--- src/rtl/vga_pkg.sv ---
// Shared constants and types for the VGA line fetch path.
// Timing defaults, width defaults and the fetch FSM state encoding.
package vga_pkg;

  localparam int HD_DEF = 1280;
  localparam int VD_DEF = 1024;
  localparam int HR_DEF = 112;
  localparam int HB_DEF = 248;
  localparam int VR_DEF = 3;
  localparam int VB_DEF = 38;

  localparam int CNT_W_DEF  = 11;
  localparam int PIX_W_DEF  = 12;
  localparam int ADDR_W_DEF = 21;
  localparam int DEPTH_DEF  = 16;

  typedef enum logic [1:0] {
    IDLE  = 2'd0,
    FETCH = 2'd1,
    WAIT  = 2'd2
  } fetch_state_e;

  // Width of a counter that must hold 0..depth inclusive.
  function automatic int occ_w(input int depth);
    return $clog2(depth) + 1;
  endfunction

endpackage

--- src/rtl/vga_pix_fifo.sv ---
// Synchronous pixel FIFO with registered read data.
// Ports: clk, rst, flush, push/din, pop/dout, full, empty, count.
// dout holds the popped word for one cycle and is 0 after a non-pop.
module vga_pix_fifo
  import vga_pkg::*;
#(
  parameter int W     = PIX_W_DEF,
  parameter int DEPTH = DEPTH_DEF,
  localparam int AW   = $clog2(DEPTH),
  localparam int CW   = occ_w(DEPTH)
) (
  input  logic          clk,
  input  logic          rst,
  input  logic          flush,
  input  logic          push,
  input  logic [W-1:0]  din,
  input  logic          pop,
  output logic [W-1:0]  dout,
  output logic          full,
  output logic          empty,
  output logic [CW-1:0] count
);

  logic [W-1:0]  mem [DEPTH];
  logic [AW-1:0] wr_ptr;
  logic [AW-1:0] rd_ptr;
  logic          do_push;
  logic          do_pop;

  assign full    = (count == CW'(DEPTH));
  assign empty   = (count == '0);
  assign do_pop  = pop && !empty;
  assign do_push = push && !flush
                && (!full || do_pop);

  always_ff @(posedge clk) begin
    if (do_push) mem[wr_ptr] <= din;
  end

  always_ff @(posedge clk) begin
    if (rst) begin
      wr_ptr <= '0;
      rd_ptr <= '0;
      count  <= '0;
      dout   <= '0;
    end else begin
      dout <= do_pop ? mem[rd_ptr] : '0;
      if (flush) begin
        wr_ptr <= '0;
        rd_ptr <= '0;
        count  <= '0;
      end else begin
        if (do_push) wr_ptr <= wr_ptr + 1'b1;
        if (do_pop)  rd_ptr <= rd_ptr + 1'b1;
        count <= count
               + CW'(do_push)
               - CW'(do_pop);
      end
    end
  end

endmodule

--- src/rtl/vga_fetch_ctrl.sv ---
// Line-based pixel prefetch for a VGA scan-out pipe.
// In: clk, rst, hcount/vcount, pixel_enable, mem_ready, mem_rvalid,
// mem_rdata, err_clr. Out: mem_req/mem_addr, pix_rgb, underflow,
// late_line, busy.
module vga_fetch_ctrl
  import vga_pkg::*;
#(
  parameter int HD     = HD_DEF,
  parameter int VD     = VD_DEF,
  parameter int HR     = HR_DEF,
  parameter int HB     = HB_DEF,
  parameter int VR     = VR_DEF,
  parameter int VB     = VB_DEF,
  parameter int CNT_W  = CNT_W_DEF,
  parameter int PIX_W  = PIX_W_DEF,
  parameter int ADDR_W = ADDR_W_DEF,
  parameter int DEPTH  = DEPTH_DEF
) (
  input  logic              clk,
  input  logic              rst,
  input  logic [CNT_W-1:0]  hcount,
  input  logic [CNT_W-1:0]  vcount,
  input  logic              pixel_enable,
  output logic              mem_req,
  output logic [ADDR_W-1:0] mem_addr,
  input  logic              mem_ready,
  input  logic              mem_rvalid,
  input  logic [PIX_W-1:0]  mem_rdata,
  output logic [PIX_W-1:0]  pix_rgb,
  output logic              underflow,
  output logic              late_line,
  input  logic              err_clr,
  output logic              busy
);

  localparam int CW = occ_w(DEPTH);

  // Horizontal sync/porch only shape the raster, not the fetch.
  localparam int unused_hblank = HR + HB;

  localparam logic [CNT_W-1:0] V_FIRST =
    CNT_W'(VR + VB);
  localparam logic [CNT_W-1:0] V_END =
    CNT_W'(VR + VB + VD);
  localparam logic [CNT_W-1:0] LAST =
    CNT_W'(HD - 1);
  localparam logic [ADDR_W-1:0] HD_A =
    ADDR_W'(HD);
  localparam logic [CW:0] DEPTH_S =
    (CW + 1)'(DEPTH);

  fetch_state_e state;
  fetch_state_e state_nxt;

  logic [CNT_W-1:0]  issue;
  logic [ADDR_W-1:0] line_base;
  logic [CW-1:0]     outstanding;
  logic [CW-1:0]     discard;
  logic              ignore;

  logic [CW-1:0] fifo_count;
  logic          fifo_full;
  logic          fifo_empty;

  logic          line_start;
  logic          flush;
  logic          accept;
  logic          rsp;
  logic          rsp_drop;
  logic          rsp_push;
  logic          out_dec;
  logic          room;
  logic [CW-1:0] out_after;
  logic [CW-1:0] disc_after;
  logic [CW:0]   disc_sum;
  logic [CNT_W-1:0]  vrow;
  logic [ADDR_W-1:0] base_nxt;

  assign line_start = (hcount == '0)
                   && (vcount >= V_FIRST)
                   && (vcount < V_END);
  assign flush = (hcount == '0)
              && (vcount == '0);

  assign room = ({1'b0, fifo_count}
               + {1'b0, outstanding})
              < DEPTH_S;

  assign mem_req  = (state == FETCH)
                 && room && !fifo_full;
  assign mem_addr = line_base
                  + ADDR_W'(issue);
  assign accept   = mem_req && mem_ready;
  assign busy     = (state != IDLE);

  // After reset, stale responses are ignored until a line start.
  assign rsp      = mem_rvalid && !ignore;
  assign rsp_drop = rsp && (discard != '0);
  assign rsp_push = rsp && (discard == '0);
  assign out_dec  = rsp_push
                 && (outstanding != '0);

  assign out_after = outstanding
                   + CW'(accept)
                   - CW'(out_dec);
  assign disc_after = discard
                    - CW'(rsp_drop);
  assign disc_sum = {1'b0, disc_after}
                  + {1'b0, out_after};

  assign vrow     = vcount - V_FIRST;
  assign base_nxt = ADDR_W'(vrow) * HD_A;

  always_comb begin
    state_nxt = state;
    unique case (state)
      IDLE: begin
        if (line_start) state_nxt = FETCH;
      end
      FETCH: begin
        if (line_start)
          state_nxt = FETCH;
        else if (accept && issue == LAST)
          state_nxt = WAIT;
      end
      WAIT: begin
        if (line_start)
          state_nxt = FETCH;
        else if (outstanding == '0)
          state_nxt = IDLE;
      end
      default: state_nxt = IDLE;
    endcase
    if (flush) state_nxt = IDLE;
  end

  always_ff @(posedge clk) begin
    if (rst) begin
      state       <= IDLE;
      issue       <= '0;
      line_base   <= '0;
      outstanding <= '0;
      discard     <= '0;
      ignore      <= 1'b1;
      underflow   <= 1'b0;
      late_line   <= 1'b0;
    end else begin
      state <= state_nxt;

      if (line_start) begin
        issue     <= '0;
        line_base <= base_nxt;
        ignore    <= 1'b0;
      end else if (accept) begin
        issue <= issue + 1'b1;
      end

      // In-flight reads at a frame flush become discards.
      if (flush) begin
        outstanding <= '0;
        discard <= (disc_sum > DEPTH_S)
                 ? CW'(DEPTH)
                 : disc_sum[CW-1:0];
      end else begin
        outstanding <= out_after;
        discard     <= disc_after;
      end

      if (pixel_enable && fifo_empty)
        underflow <= 1'b1;
      else if (err_clr)
        underflow <= 1'b0;

      if (line_start && state == FETCH)
        late_line <= 1'b1;
      else if (err_clr)
        late_line <= 1'b0;
    end
  end

  vga_pix_fifo #(
    .W     (PIX_W),
    .DEPTH (DEPTH)
  ) u_fifo (
    .clk   (clk),
    .rst   (rst),
    .flush (flush),
    .push  (rsp_push),
    .din   (mem_rdata),
    .pop   (pixel_enable),
    .dout  (pix_rgb),
    .full  (fifo_full),
    .empty (fifo_empty),
    .count (fifo_count)
  );

endmodule

--- config.mk ---
export PLATFORM = sky130hd
export DESIGN_NAME = vga_fetch_ctrl
export DESIGN_NICKNAME = d
export VERILOG_FILES = /design/src/rtl/vga_pkg.sv /design/src/rtl/vga_pix_fifo.sv /design/src/rtl/vga_fetch_ctrl.sv
export SDC_FILE = /design/constraint.sdc
export NUM_CORES = 1
export LEC_CHECK = 0
export BUFFER_PORTS_ARGS = -buffer_cell sky130_fd_sc_hd__buf_2
export CORE_AREA = 4 4 179 129
export DETAILED_ROUTE_END_ITERATION = 12
export DIE_AREA = 0 0 183 133
export HOLD_SLACK_MARGIN = 0.03
export PLACE_DENSITY_LB_ADDON = 0.1
export SKIP_CTS_REPAIR_TIMING = 1
export SLEW_MARGIN = 10
export SYNTH_ARGS = -nofsm -noshare
export SYNTH_HDL_FRONTEND = slang
export SYNTH_SLANG_ARGS = --single-unit
--- constraint.sdc ---
create_clock -name clk -period 6.8 [get_ports clk]
set_input_delay 0.68 -clock clk [delete_from_list [all_inputs] [get_ports clk]]
set_output_delay 0.68 -clock clk [all_outputs]
set_load 0.03 [all_outputs]
==> results.toml <==
[sta]
timing.slew.headroom_pct = 21.4
fin_worst_skew_ns = 0.0160
whs_ns = 0.484
setup_viol = 0
tightest_slew_ns = 1.18
rsz0062_at_grt = "no"
max_freq_ghz = 0.222
final.min_clock_period_ns = 4.49
setup_tns_ns = 0
fin_crit_sh_pct = 66.1
slew_violations = 0
final_hold_viol_count = 0

[status]
outcome = "complete, no violations"

[power_and_ir_drop]
sw_frac_of_total_pct = 24.5
vdd_drop_max_mv = 0.181
p_int_w = 0.00297
p_switching_w = 0.000966
comb_power_share_pct = 17.4
power_frac_clock_pct = 38.0
power_leakage_nw = 4.85
cellPowerDensity_nw_per_um2 = 301
seqPwrFrac_pct = 44.6

[yosys]
synth_area_leaders = "edfxtp_1 50%, dfxtp_1 11%, mux4_2 9.4%"
ys_async_sr_fraction_pct = 0
synthCells = 788
syn_area_um2 = 11500
post-synth-top-area-cell = "edfxtp_1"
synth-main-ff-cell = "edfxtp_1"
synth_top_area_share_pct = 49.9
synth_nets = 886
yosys-top-cells-count = "192 x edfxtp_1, 78 x nor2_1, 64 x dfxtp_1, 53 x ha_1, 48 x mux4_2"
yosysMostFrequentCell = "edfxtp_1"
synth_area_per_cell_um2 = 14.7
ys_seq_area_share_pct = 61.0
synth_warnings = 0
ys_ff_latch = 256
synth_edf_count = 192
ys_types = 60

[placement]
port_buffers = 76
gp_congestion = 0.844
dpl.hpwl_um = 15300

[grt]
grt_overflow = 0
grt_pass1_wl_um = 37800
grt_max_degree = 52
first_global_vias = 6600
antenna_found_initial = 1
track_usage_pct = 19.9

[route]
wire_per_inst_um = 20.8
first_iter_violations = 451
antenna_left = 0
drc = 0
vias = 6574
drt-total-wl_um = 24200
drt-pass1-iter-count = 5
vias_per_cell = 5.65

[clock_tree]
cts_sinks = 256
cts_buffers = 25
htreeDepth = 1
clkTransAtPathRegs_ns = 0.06
cts_root_buf = "clkbuf_16"
cts_tree = "yes"
clock_path_buffers = 3
clock_latency_ns = 0.52

[run]
max_cap_violations = 0

[floorplan]
pin_count = 77
coreArea_um2 = 21400
die_area_um2 = 24300
rows = 45
die_x_um = 183
die_h_um = 133
initial_core_util_pct = 54.0

[final_layout]
final_layout_size_suffix_gt1_share_pct = 24.0
area_delta_synth_final_pct = 13.4
n_antenna_cell = 0
nFillCells = 1668
nets = 961

[worst_setup_path]
endpoint_kind = "flip-flop"
crit_required_ns = 7.25
criticalPathCategory = "flip-flop to flip-flop"
cp.arrival_ns = 4.94
critPathMaxFanout = 6
cp-start-kind = "flip-flop"

[min_path]
hp-class = "input pin to flip-flop"
==> cell families (layout without fill, tap and decap cells) <==
group	Yosys count	in the layout	share of synthesized area, %
buf+inv	73	166	3.01
simple gates	188	188	8.26
compound gates	87	87	5.23
mux	70	70	11.3
fa+ha+maj	58	58	6.61
flops	256	256	61.0
xor+xnor	56	56	4.59
==> final timing paths <==
| path | cells past startpoint | start | slack, ns | endpoint |
|---|---|---|---|---|
| worst max-delay path | 17 | u_fifo.count[1] | 2.31 | discard[0] |
| worst min register to register | 1 | state[1] | 0.49 | state[0] |
| worst min-delay path | 3 | pixel_enable | 0.48 | underflow |
| worst max register to register | 17 | u_fifo.count[1] | 2.31 | discard[0] |
==> power groups by stage <==
stage | logic, W | registers, W | clock network [W]
after floorplan | 0.000538 | 0.00179 | 0
after global placement | 0.000683 | 0.00179 | 0
after detailed placement | 0.000691 | 0.00179 | 0
after CTS | 0.000696 | 0.00176 | 0.00153
after global routing | 0.000760 | 0.00177 | 0.00160
final | 0.000685 | 0.00176 | 0.00150
==> state kept, by name, summed over array words and instances, names as in the netlist <==
name	cells
u_fifo.rd_ptr	4
u_fifo.mem	192
outstanding	5
discard	5
u_fifo.count	5
late_line	1
state	2
underflow	1
u_fifo.wr_ptr	4
line_base	13
ignore	1
u_fifo.dout	12
issue	11
==> placed cells by master (no fill, tap or decap), types with 21 or more instances in the layout <==
master / n
xor2_1: 26
xnor2_1: 27
a211oi_1: 28
inv_1: 35
dfxtp_1: 61
nand2_1: 28
clkbuf_16: 25
ha_1: 53
mux2i_1: 21
buf_2: 76
nor2_1: 66
mux4_2: 48
a21oi_1: 23
edfxtp_1: 192
==> worst max-delay path, stage by stage (launching register included) <==
cell and delay [ns]:
dfxtp_1 0.46, ha_1 0.29, a31o_2 0.23, a21oi_1 0.16, o21ai_1 0.13, nor2b_4 0.19
inv_2 0.10, ha_1 0.28, inv_1 0.04, ha_1 0.20, fa_1 0.51, ha_1 0.32
a21o_1 0.16, a21oi_1 0.33, xnor3_1 0.29, o41ai_2 0.34, and3_1 0.27, a22o_1 0.14
==> layout make-up <==
class | instances | area, um^2 | share of cell area (%)
Multi-Input combinational cell | 459 | 4200 | 32.1
Timing Repair Buffer | 85 | 448 | 3.42
Sequential cell | 256 | 7050 | 53.9
Tap cell | 282 | 353 | 2.69
Inverter | 36 | 135 | 1.03
Clock buffer | 35 | 723 | 5.52
Clock inverter | 10 | 179 | 1.37
==> through the flow <==
step / power (W) / utilization, % / worst slack, ns / cells / area, um^2
after floorplan: 0.00233 / - / 2.79 / 788 / 11500
after global routing: 0.00412 / 61.2 / 2.03 / 1163 / 13100
after CTS: 0.00398 / 61.2 / 2.31 / 1163 / 13100
after detailed placement: 0.00248 / 57.0 / 2.36 / 1118 / 12200
after global placement: 0.00247 / 57.0 / 2.55 / 1118 / 12200
final: 0.00394 / 61.2 / 2.31 / 1163 / 13100
==> metal layers <==
| layer | up-vias | track usage, % | part of all wire [%] |
|---|---|---|---|
| li1 | 3097 | - | - |
| met1 | 3291 | 30.5 | 47 |
| met2 | 152 | 30.4 | 45 |
| met3 | 32 | 3.90 | 5.7 |
| met4 | 2 | 3.43 | 1.6 |
| met5 | - | 0 | 0.029 |
Note: power is estimated with default switching activity, not from simulation.
